===== src/rtl/imm_encoder_pkg.sv =====
// Shared definitions for the immediate encoder and its matching decode side:
// select codes, error codes, format range limits and bit-placement helpers.
package imm_encoder_pkg;

    typedef enum logic [2:0] {
        SEL_I = 3'd0,
        SEL_S = 3'd1,
        SEL_B = 3'd2,
        SEL_U = 3'd3,
        SEL_J = 3'd4
    } imm_sel_e;

    typedef enum logic [1:0] {
        ERR_NONE  = 2'd0,
        ERR_RANGE = 2'd1,
        ERR_ALIGN = 2'd2,
        ERR_SEL   = 2'd3
    } imm_err_e;

    localparam int signed I_MIN = -2048;
    localparam int signed I_MAX = 2047;
    localparam int signed B_MIN = -4096;
    localparam int signed B_MAX = 4094;
    localparam int signed J_MIN = -1048576;
    localparam int signed J_MAX = 1048574;

    // Instruction bits owned by the immediate of each format; zero for illegal selects.
    function automatic logic [31:0] imm_mask(input logic [2:0] sel);
        logic [31:0] m;
        case (sel)
            SEL_I:   m = 32'hFFF0_0000;
            SEL_S:   m = 32'hFE00_0F80;
            SEL_B:   m = 32'hFE00_0F80;
            SEL_U:   m = 32'hFFFF_F000;
            SEL_J:   m = 32'hFFFF_F000;
            default: m = 32'h0000_0000;
        endcase
        return m;
    endfunction

    function automatic logic [31:0] imm_place(input logic [2:0] sel, input logic [31:0] imm);
        logic [31:0] w;
        w = '0;
        case (sel)
            SEL_I: w[31:20] = imm[11:0];
            SEL_S: begin
                w[31:25] = imm[11:5];
                w[11:7]  = imm[4:0];
            end
            SEL_B: begin
                w[31]    = imm[12];
                w[30:25] = imm[10:5];
                w[11:8]  = imm[4:1];
                w[7]     = imm[11];
            end
            SEL_U: w[31:12] = imm[31:12];
            SEL_J: begin
                w[31]    = imm[20];
                w[30:21] = imm[10:1];
                w[20]    = imm[11];
                w[19:12] = imm[19:12];
            end
            default: w = '0;
        endcase
        return w;
    endfunction

    function automatic logic signed [31:0] imm_decode(input logic [31:0] inst, input logic [2:0] sel);
        logic signed [31:0] v;
        case (sel)
            SEL_I:   v = {{20{inst[31]}}, inst[31:20]};
            SEL_S:   v = {{20{inst[31]}}, inst[31:25], inst[11:7]};
            SEL_B:   v = {{19{inst[31]}}, inst[31], inst[7], inst[30:25], inst[11:8], 1'b0};
            SEL_U:   v = {inst[31:12], 12'b0};
            SEL_J:   v = {{11{inst[31]}}, inst[31], inst[19:12], inst[20], inst[30:21], 1'b0};
            default: v = '0;
        endcase
        return v;
    endfunction

endpackage


===== src/rtl/imm_encoder_range_chk.sv =====
// Combinational range/alignment/select check for one immediate request.
module imm_range_chk
    import imm_encoder_pkg::*;
(
    input  logic        [2:0]  sel,
    input  logic signed [31:0] imm,
    output imm_err_e           err
);

    logic illegal;
    logic misaligned;
    logic out_of_range;

    always_comb begin
        illegal      = 1'b0;
        misaligned   = 1'b0;
        out_of_range = 1'b0;
        case (sel)
            SEL_I, SEL_S: out_of_range = (imm < I_MIN) || (imm > I_MAX);
            SEL_B: begin
                misaligned   = imm[0];
                out_of_range = (imm < B_MIN) || (imm > B_MAX);
            end
            SEL_U: out_of_range = (imm[11:0] != 12'd0);
            SEL_J: begin
                misaligned   = imm[0];
                out_of_range = (imm < J_MIN) || (imm > J_MAX);
            end
            default: illegal = 1'b1;
        endcase

        if (illegal)
            err = ERR_SEL;
        else if (misaligned)
            err = ERR_ALIGN;
        else if (out_of_range)
            err = ERR_RANGE;
        else
            err = ERR_NONE;
    end

endmodule


===== src/rtl/imm_encoder.sv =====
// Two-stage immediate encoder: stage 1 holds the request and checks it,
// stage 2 holds the encoded word that drives the outputs.
module imm_encoder
    import imm_encoder_pkg::*;
(
    input  logic               clk,
    input  logic               rst,
    input  logic               in_valid,
    output logic               in_ready,
    input  logic        [2:0]  imm_sel,
    input  logic signed [31:0] imm,
    input  logic        [31:0] base_inst,
    output logic               out_valid,
    input  logic               out_ready,
    output logic        [31:0] out_inst,
    output logic        [1:0]  out_err,
    output logic        [15:0] err_cnt
);

    function automatic logic [15:0] sat_inc(input logic [15:0] c);
        return (c == 16'hFFFF) ? c : c + 16'd1;
    endfunction

    logic               vld_p1;
    logic        [2:0]  sel_p1;
    logic signed [31:0] imm_p1;
    logic        [31:0] base_p1;

    logic               vld_p2;
    logic        [31:0] inst_p2;
    logic        [1:0]  err_p2;

    logic               load_p2;
    imm_err_e           err_chk;
    logic        [31:0] inst_enc;

    assign load_p2  = !vld_p2 || out_ready;
    assign in_ready = !rst && (!vld_p1 || load_p2);

    // ---- stage 1: capture request ----
    always_ff @(posedge clk or posedge rst) begin
        if (rst)
            vld_p1 <= 1'b0;
        else if (in_ready)
            vld_p1 <= in_valid;
    end

    always_ff @(posedge clk) begin
        if (in_valid && in_ready) begin
            sel_p1  <= imm_sel;
            imm_p1  <= imm;
            base_p1 <= base_inst;
        end
    end

    imm_range_chk u_chk (
        .sel (sel_p1),
        .imm (imm_p1),
        .err (err_chk)
    );

    // Error words keep the non-immediate fields but zero the immediate slots.
    always_comb begin
        inst_enc = base_p1 & ~imm_mask(sel_p1);
        if (err_chk == ERR_NONE)
            inst_enc = inst_enc | imm_place(sel_p1, imm_p1);
    end

    // ---- stage 2: output register ----
    always_ff @(posedge clk or posedge rst) begin
        if (rst) begin
            vld_p2  <= 1'b0;
            inst_p2 <= '0;
            err_p2  <= '0;
        end else if (load_p2) begin
            vld_p2 <= vld_p1;
            if (vld_p1) begin
                inst_p2 <= inst_enc;
                err_p2  <= err_chk;
            end
        end
    end

    always_ff @(posedge clk or posedge rst) begin
        if (rst)
            err_cnt <= '0;
        else if (vld_p2 && out_ready && (err_p2 != 2'd0))
            err_cnt <= sat_inc(err_cnt);
    end

    assign out_valid = vld_p2;
    assign out_inst  = inst_p2;
    assign out_err   = err_p2;

endmodule

===== config.mk =====
export PLATFORM = sky130hd
export DESIGN_NAME = imm_encoder
export DESIGN_NICKNAME = d
export VERILOG_FILES = /design/src/rtl/imm_encoder_pkg.sv /design/src/rtl/imm_encoder_range_chk.sv /design/src/rtl/imm_encoder.sv
export SDC_FILE = /design/constraint.sdc
export NUM_CORES = 1
export LEC_CHECK = 0
export CORE_MARGIN = 3
export CORE_UTILIZATION = 45
export CTS_BUF_LIST = sky130_fd_sc_hd__clkbuf_2
export DETAILED_ROUTE_END_ITERATION = 16
export GPL_ROUTABILITY_DRIVEN = 0
export MAX_ROUTING_LAYER = met4
export PLACE_DENSITY_LB_ADDON = 0.08
export SYNTH_ARGS = -nofsm -noshare
export SYNTH_HDL_FRONTEND = slang
export SYNTH_HIERARCHICAL = 1
export SYNTH_SLANG_ARGS = --single-unit

===== constraint.sdc =====
create_clock -name clk -period 2.9 [get_ports clk]
set_input_delay 0.725 -clock clk [delete_from_list [all_inputs] [get_ports clk]]
set_output_delay 0.725 -clock clk [all_outputs]
set_load 0.03 [all_outputs]

; ---- After elaboration in Yosys (flattened, before gate mapping)
; Cells that the tools add are included.
[word_totals]
output_inout_bits = 52
regBits = 119
[op_classes]
n_lt_le_gt_ge = 6
eq_ne = 5
n_reduce_logical = 23
n_addsub = 1
n_mux = 16
bitwise = 4
[ops]
columns = cell, n
row1 = $pmux 32 s3, 1
row2 = $and 32x32->32, 1
row3 = $gt 32x12->1 const B, 1
row4 = $gt 32x13->1 const B, 1
row5 = $gt 32x21->1 const B, 1
row6 = $lt 32x12->1 const B, 1
row7 = $lt 32x13->1 const B, 1
row8 = $lt 32x21->1 const B, 1
row9 = $mux 32, 1
row10 = $not 32->32, 1
row11 = $or 32x32->32, 1
row12 = $pmux 7 s4, 1
row13 = $add 16x1->16 const B, 1
row14 = $eq 16x16->1 const B, 1
row15 = $mux 8, 2
row16 = $pmux 5 s3, 1
row17 = $mux 7, 2
row18 = $reduce_bool 12->1, 1
row19 = $mux 5, 2
row20 = $pmux 5 s2, 1
row21 = $reduce_or 2->1, 4
row22 = $eq 3x2->1 const B, 2
row23 = $logic_or 1x1->1, 5
row24 = $reduce_or 5->1, 1
row25 = 12 further kinds, 20

; ---- Longest topological paths before layout
[logic_depth]
depth_word = 10
depth_mapped = 9

; ---- Cells and area by module
; Netlist, hierarchy kept.
[by_module_without_submodules]
columns = module, seq_area_each_um2, area_each_um2, instances, cells_each
row1 = imm_encoder, 3313.2, 4619.4, 1, 339
row2 = imm_range_chk, 0.0, 240.2, 1, 40

; ---- Worst setup path after synthesis
; Ideal clock, no wire load.
[synth_path]
path_kind = input -> register
from = in out_ready
to = reg base_p1[0] (enable)
setup_time_ns = 0.432
slack_ns = -0.573
t_required_ns = 2.468
arrival_ns = 3.041
path_buffers = 0
path_stages = 3
cell_sequence = nor2b_1 > a21oi_1 > and2_1
[synth_via]
elab_chain_cells = 4
[synth_lines]
columns = element, line_no
row1 = start: declaration, imm_encoder.sv:14  ; input logic out_ready,
row2 = $logic_or 1x1->1, imm_encoder.sv:37  ; assign load_p2 = !vld_p2 || out_ready;
row3 = $logic_or 1x1->1, imm_encoder.sv:38  ; assign in_ready = !rst && (!vld_p1 || load_p2);
row4 = $logic_and 1x1->1, imm_encoder.sv:38
row5 = named net in_ready, imm_encoder.sv:9  ; output logic in_ready,
row6 = $logic_and 1x1->1, imm_encoder.sv:49  ; if (in_valid && in_ready) begin
row7 = end signal: assignment, imm_encoder.sv:52  ; base_p1 <= base_inst;
row8 = end: declaration, imm_encoder.sv:27  ; logic [31:0] base_p1;
; The timed path passes the listed nets, and every way through them passes these cells.
; A chain may end at the register's enable or synchronous reset.

; ---- Worst setup path after layout
[layout_path]
from = reg imm_p1[28]
to = reg inst_p2[8], in the netlist out_inst[8]
[layout_via]
elab_chain_cells = 8
[layout_lines]
columns = element, line_no
row1 = start: declaration, imm_encoder.sv:26  ; logic signed [31:0] imm_p1;
row2 = start signal: assignment, imm_encoder.sv:51  ; imm_p1 <= imm;
row3 = $lt 32x21->1 (tied with other cells), imm_encoder_range_chk.sv:27  ; out_of_range = (imm < J_MIN) || (imm > J_MAX);
row4 = $logic_or 1x1->1 (on tied branches), "imm_encoder_range_chk.sv:27, imm_encoder_range_chk.sv:19, imm_encoder_range_chk.sv:22"
row5 = $pmux 1 s4 *, imm_encoder_range_chk.sv:18  ; case (sel)
row6 = $mux 1 *, imm_encoder_range_chk.sv:36  ; else if (out_of_range)
row7 = $mux 2 *, imm_encoder_range_chk.sv:34  ; else if (misaligned)
row8 = $mux 2 *, imm_encoder_range_chk.sv:32  ; if (illegal)
row9 = named net err_chk[0], imm_encoder.sv:34  ; imm_err_e err_chk;
row10 = $logic_not 2->1 *, imm_encoder.sv:65  ; if (err_chk == ERR_NONE)
row11 = $mux 32 *, imm_encoder.sv:65
row12 = end signal: assignment, imm_encoder.sv:78  ; inst_p2 <= inst_enc;
row13 = end: declaration, imm_encoder.sv:30  ; logic [31:0] inst_p2;
; The timed path passes the listed nets; every way through them passes the cells marked *.

==> flow_summary.toml <==
[clock_network]
numCtsBuffers = 17
post_cts_buffers = 0
clock_sink_count = 119
clk_pin_slew_ns = 0.19
postCtsHoldBufs = 0
cts-root-buf = "clkbuf_2"
htree_levels = 4
clk_path_buf_depth = 2
clk_latency_ns = 0.63
tritoncts = "yes"

[setup_path]
worstSetupPathType = "reg2reg"
startpoint_type = "flop"
cp.required_ns = 3.43
endpoint_kind = "flop"
cp.arrival_ns = 3.13
cp_max_fo = 14

[power_and_ir_drop]
leakagePower_nw = 2.429
clkPwrFrac_pct = 23.5
peakVddDrop_uv = 387.1
swShare_pct = 32.28
combPwrFrac_pct = 27.4
power_density_mw_per_mm2 = 687.9
p_int_mw = 3.040
pwr-share-seq_pct = 49.1
p_switching_mw = 1.449

[run_status]
status = "complete, no violations"

[floorplanning]
rows = 37
initial_core_util_pct = 46.65
io_pins = 123
dieArea_mm2 = 0.01208
die_width_um = 109.9
die_h_um = 109.9
core_area_mm2 = 0.01042

[yosys]
synth_cells = 379
syn-cell-area_mm2 = 0.004860
synth-seq-area-share_pct = 68.18
yosys.area.top_type_share_pct = 41.40
async_reset_ff_share_pct = 43.70
syn_avg_cell_area_um2 = 12.82
synth_top_area_cell = "edfxtp_1"
syn_nets = 451
synth-edff-count = 67
ys_warn_count = 6
ys_seq_elements = 119
yosys-top-cells-area = "edfxtp_1 41%, dfrtp_1 27%, nand2_1 3.6%"
ys.flop_type = "edfxtp_1"
ys_types = 53

[timing]
drv_slew = 0
relSlewSlack_pct = 60.95
skew_ns = 0.04327
period_share_pct = 89.67
hold_viol = 0
min_period_ns = 2.600
worst_slew_pin_slew_ns = 0.5857
rsz0062_at_grt = "false"
tns_ns = 0
fmax_mhz = 384.5
setup_viol = 0

[layout]
final_layout_size_suffix_gt1_share_pct = 11.11
final_area_mm2 = 0.006526
fin_nets = 590
final_util_pct = 62.65
num_antenna_cells = 0
fill_cells = 842
area_growth_pct = 34.29

[routing]
drtAntennaViolNets = 0
drc_errors = 0
firstDrtPassIters = 5
viasPerCell = 5.328
avgRoutedWirePerCell_um = 16.48
wl_um = 10990
drtIter0Drc = 246
route.vias.total = 3554

[global_route]
grt_pass1_vias = 3385
antenna_found_initial = 0
grt_pass1_wl_um = 17250
grt_max_degree = 68
grt.total_usage_pct = 19.39
overflow = 0

[placed_design]
io_buffers = 122
dp_hpwl_um = 8048
place_area_mm2 = 0.006289

[flow_run]
max-cap-violations = 0

[hold_path]
hp-class = "reg2reg"
## flip-flops by register name (all words and copies together) (netlist names)
register,count
out_inst,32
out_err,2
vld_p1,1
base_p1,32
sel_p1,3
imm_p1,32
err_cnt,16
out_valid,1
## power groups by stage
stage,Clock (mW),Combinational [mW],Sequential [mW]
4_1_cts,1.09,1.24,2.21
3_5_place_dp,0,1.24,2.25
5_1_grt,1.17,1.33,2.24
3_3_place_gp,0,1.22,2.24
6_report,1.05,1.23,2.21
2_1_floorplan,0,0.330,2.56
## metrics by stage
step	instances	setup WS [ns]	hold slack (ns)	total power, mW
floorplan	379	0.1251	0.4146	2.885
global placement	635	0.4596	0.4195	3.465
global route	667	0.05097	0.4293	4.731
finish	667	0.2995	0.4289	4.489
CTS	667	0.2662	0.4337	4.539
detailed placement	635	0.3233	0.4213	3.485
## cells in the final DEF (no fill, tap or decap), types with 5 or more instances in the layout
cell type        synthesis  layout
nor4_1                   8       8
xnor2_1                  8       8
nand2_1                 47      47
clkdlybuf4s50_1          0     121
a22oi_1                 13      13
nand3b_1                11      11
clkbuf_2                 0      20
buf_4                    0      11
nand3_1                 12      12
xor2_1                   5       5
a31oi_1                 14      14
nor2_1                  31      30
o21ai_1                  6       6
nand4_1                 15      15
o21ai_0                 13      13
dfrtp_1                 52      52
edfxtp_1                67      67
a21oi_1                  6       6
## Yosys cell counts (2+ instances only)
| library cell | instances |
|---|---|
| a21oi_1 | 6 |
| a221oi_1 | 4 |
| a22o_1 | 4 |
| a22oi_1 | 13 |
| a31oi_1 | 14 |
| and2_1 | 3 |
| buf_2 | 6 |
| clkbuf_1 | 7 |
| dfrtp_1 | 52 |
| edfxtp_1 | 67 |
| inv_1 | 3 |
| mux2_2 | 3 |
| nand2_1 | 47 |
| nand2b_1 | 3 |
| nand3_1 | 12 |
| nand3b_1 | 11 |
| nand4_1 | 15 |
| nor2_1 | 31 |
| nor2_2 | 2 |
| nor2b_1 | 2 |
| nor3_1 | 4 |
| nor3b_1 | 2 |
| nor4_1 | 8 |
| o211ai_1 | 3 |
| o21ai_0 | 13 |
| o21ai_1 | 6 |
| xnor2_1 | 8 |
| xor2_1 | 5 |
## worst max-delay path: stages (launching register included)
cell,delay (ns)
edfxtp_1,0.46
nor4_1,0.39
nand3_1,0.18
or3_1,0.38
a21oi_1,0.16
o211ai_1,0.17
nor2_2,0.26
buf_4,0.25
nand3_1,0.11
a31oi_1,0.18
## path summary, 6_finish.rpt
check | startpoint | end | slack [ns] | cells past startpoint
hold reg to reg | base_p1[5] | out_inst[5] | 0.43 | 2
hold / removal | base_p1[5] | out_inst[5] | 0.43 | 2
setup / recovery | imm_p1[28] | out_inst[8] | 0.30 | 9
setup reg to reg | imm_p1[28] | out_inst[8] | 0.30 | 9
max in group asynchronous | rst | out_inst[21] | 1.75 | 3
min in group asynchronous | rst | err_cnt[5] | 0.48 | 2
## routing by layer
| layer | vias up | routed length, um | track usage (%) |
|---|---|---|---|
| met5 | - | 0 | - |
| met4 | 0 | 67 | 6.055 |
| met3 | 6 | 668 | 4.639 |
| met2 | 121 | 5269 | 28.81 |
| met1 | 1712 | 4985 | 26.52 |
| li1 | 1715 | - | - |
## layout make-up
type	instances	area, um2	share of cell area [%]
timing repair buffer	133	1314	20.13
tap	136	170.2	2.607
sequential	119	3313	50.77
multi-input combinational	244	1483	22.72
inverter	3	11.26	0.1725
clock buffer	20	100.1	1.534
clock inverter	12	135.1	2.071
## timing repair
item                       4_1_cts  5_1_grt
setup endpoints to repair        0        8
hold endpoints to repair         0        0
gates resized for setup          0        1
## kinds of logic (layout without fill, tap and decap cells)
group                    Yosys count  in the layout  synth area share (%)
XOR/XNOR                          13             13                 2.343
AND/OR/NAND/NOR                  154            154                 16.84
multiplexers                       6              6                 1.442
flip-flops                       119            119                 68.18
adder cells (fa/ha/maj)            1              1                0.2574
buffers and inverters             16            168                 1.390
AO/OA/AOI/OAI                     70             70                 9.552
Power figures use the tool's default switching activity.
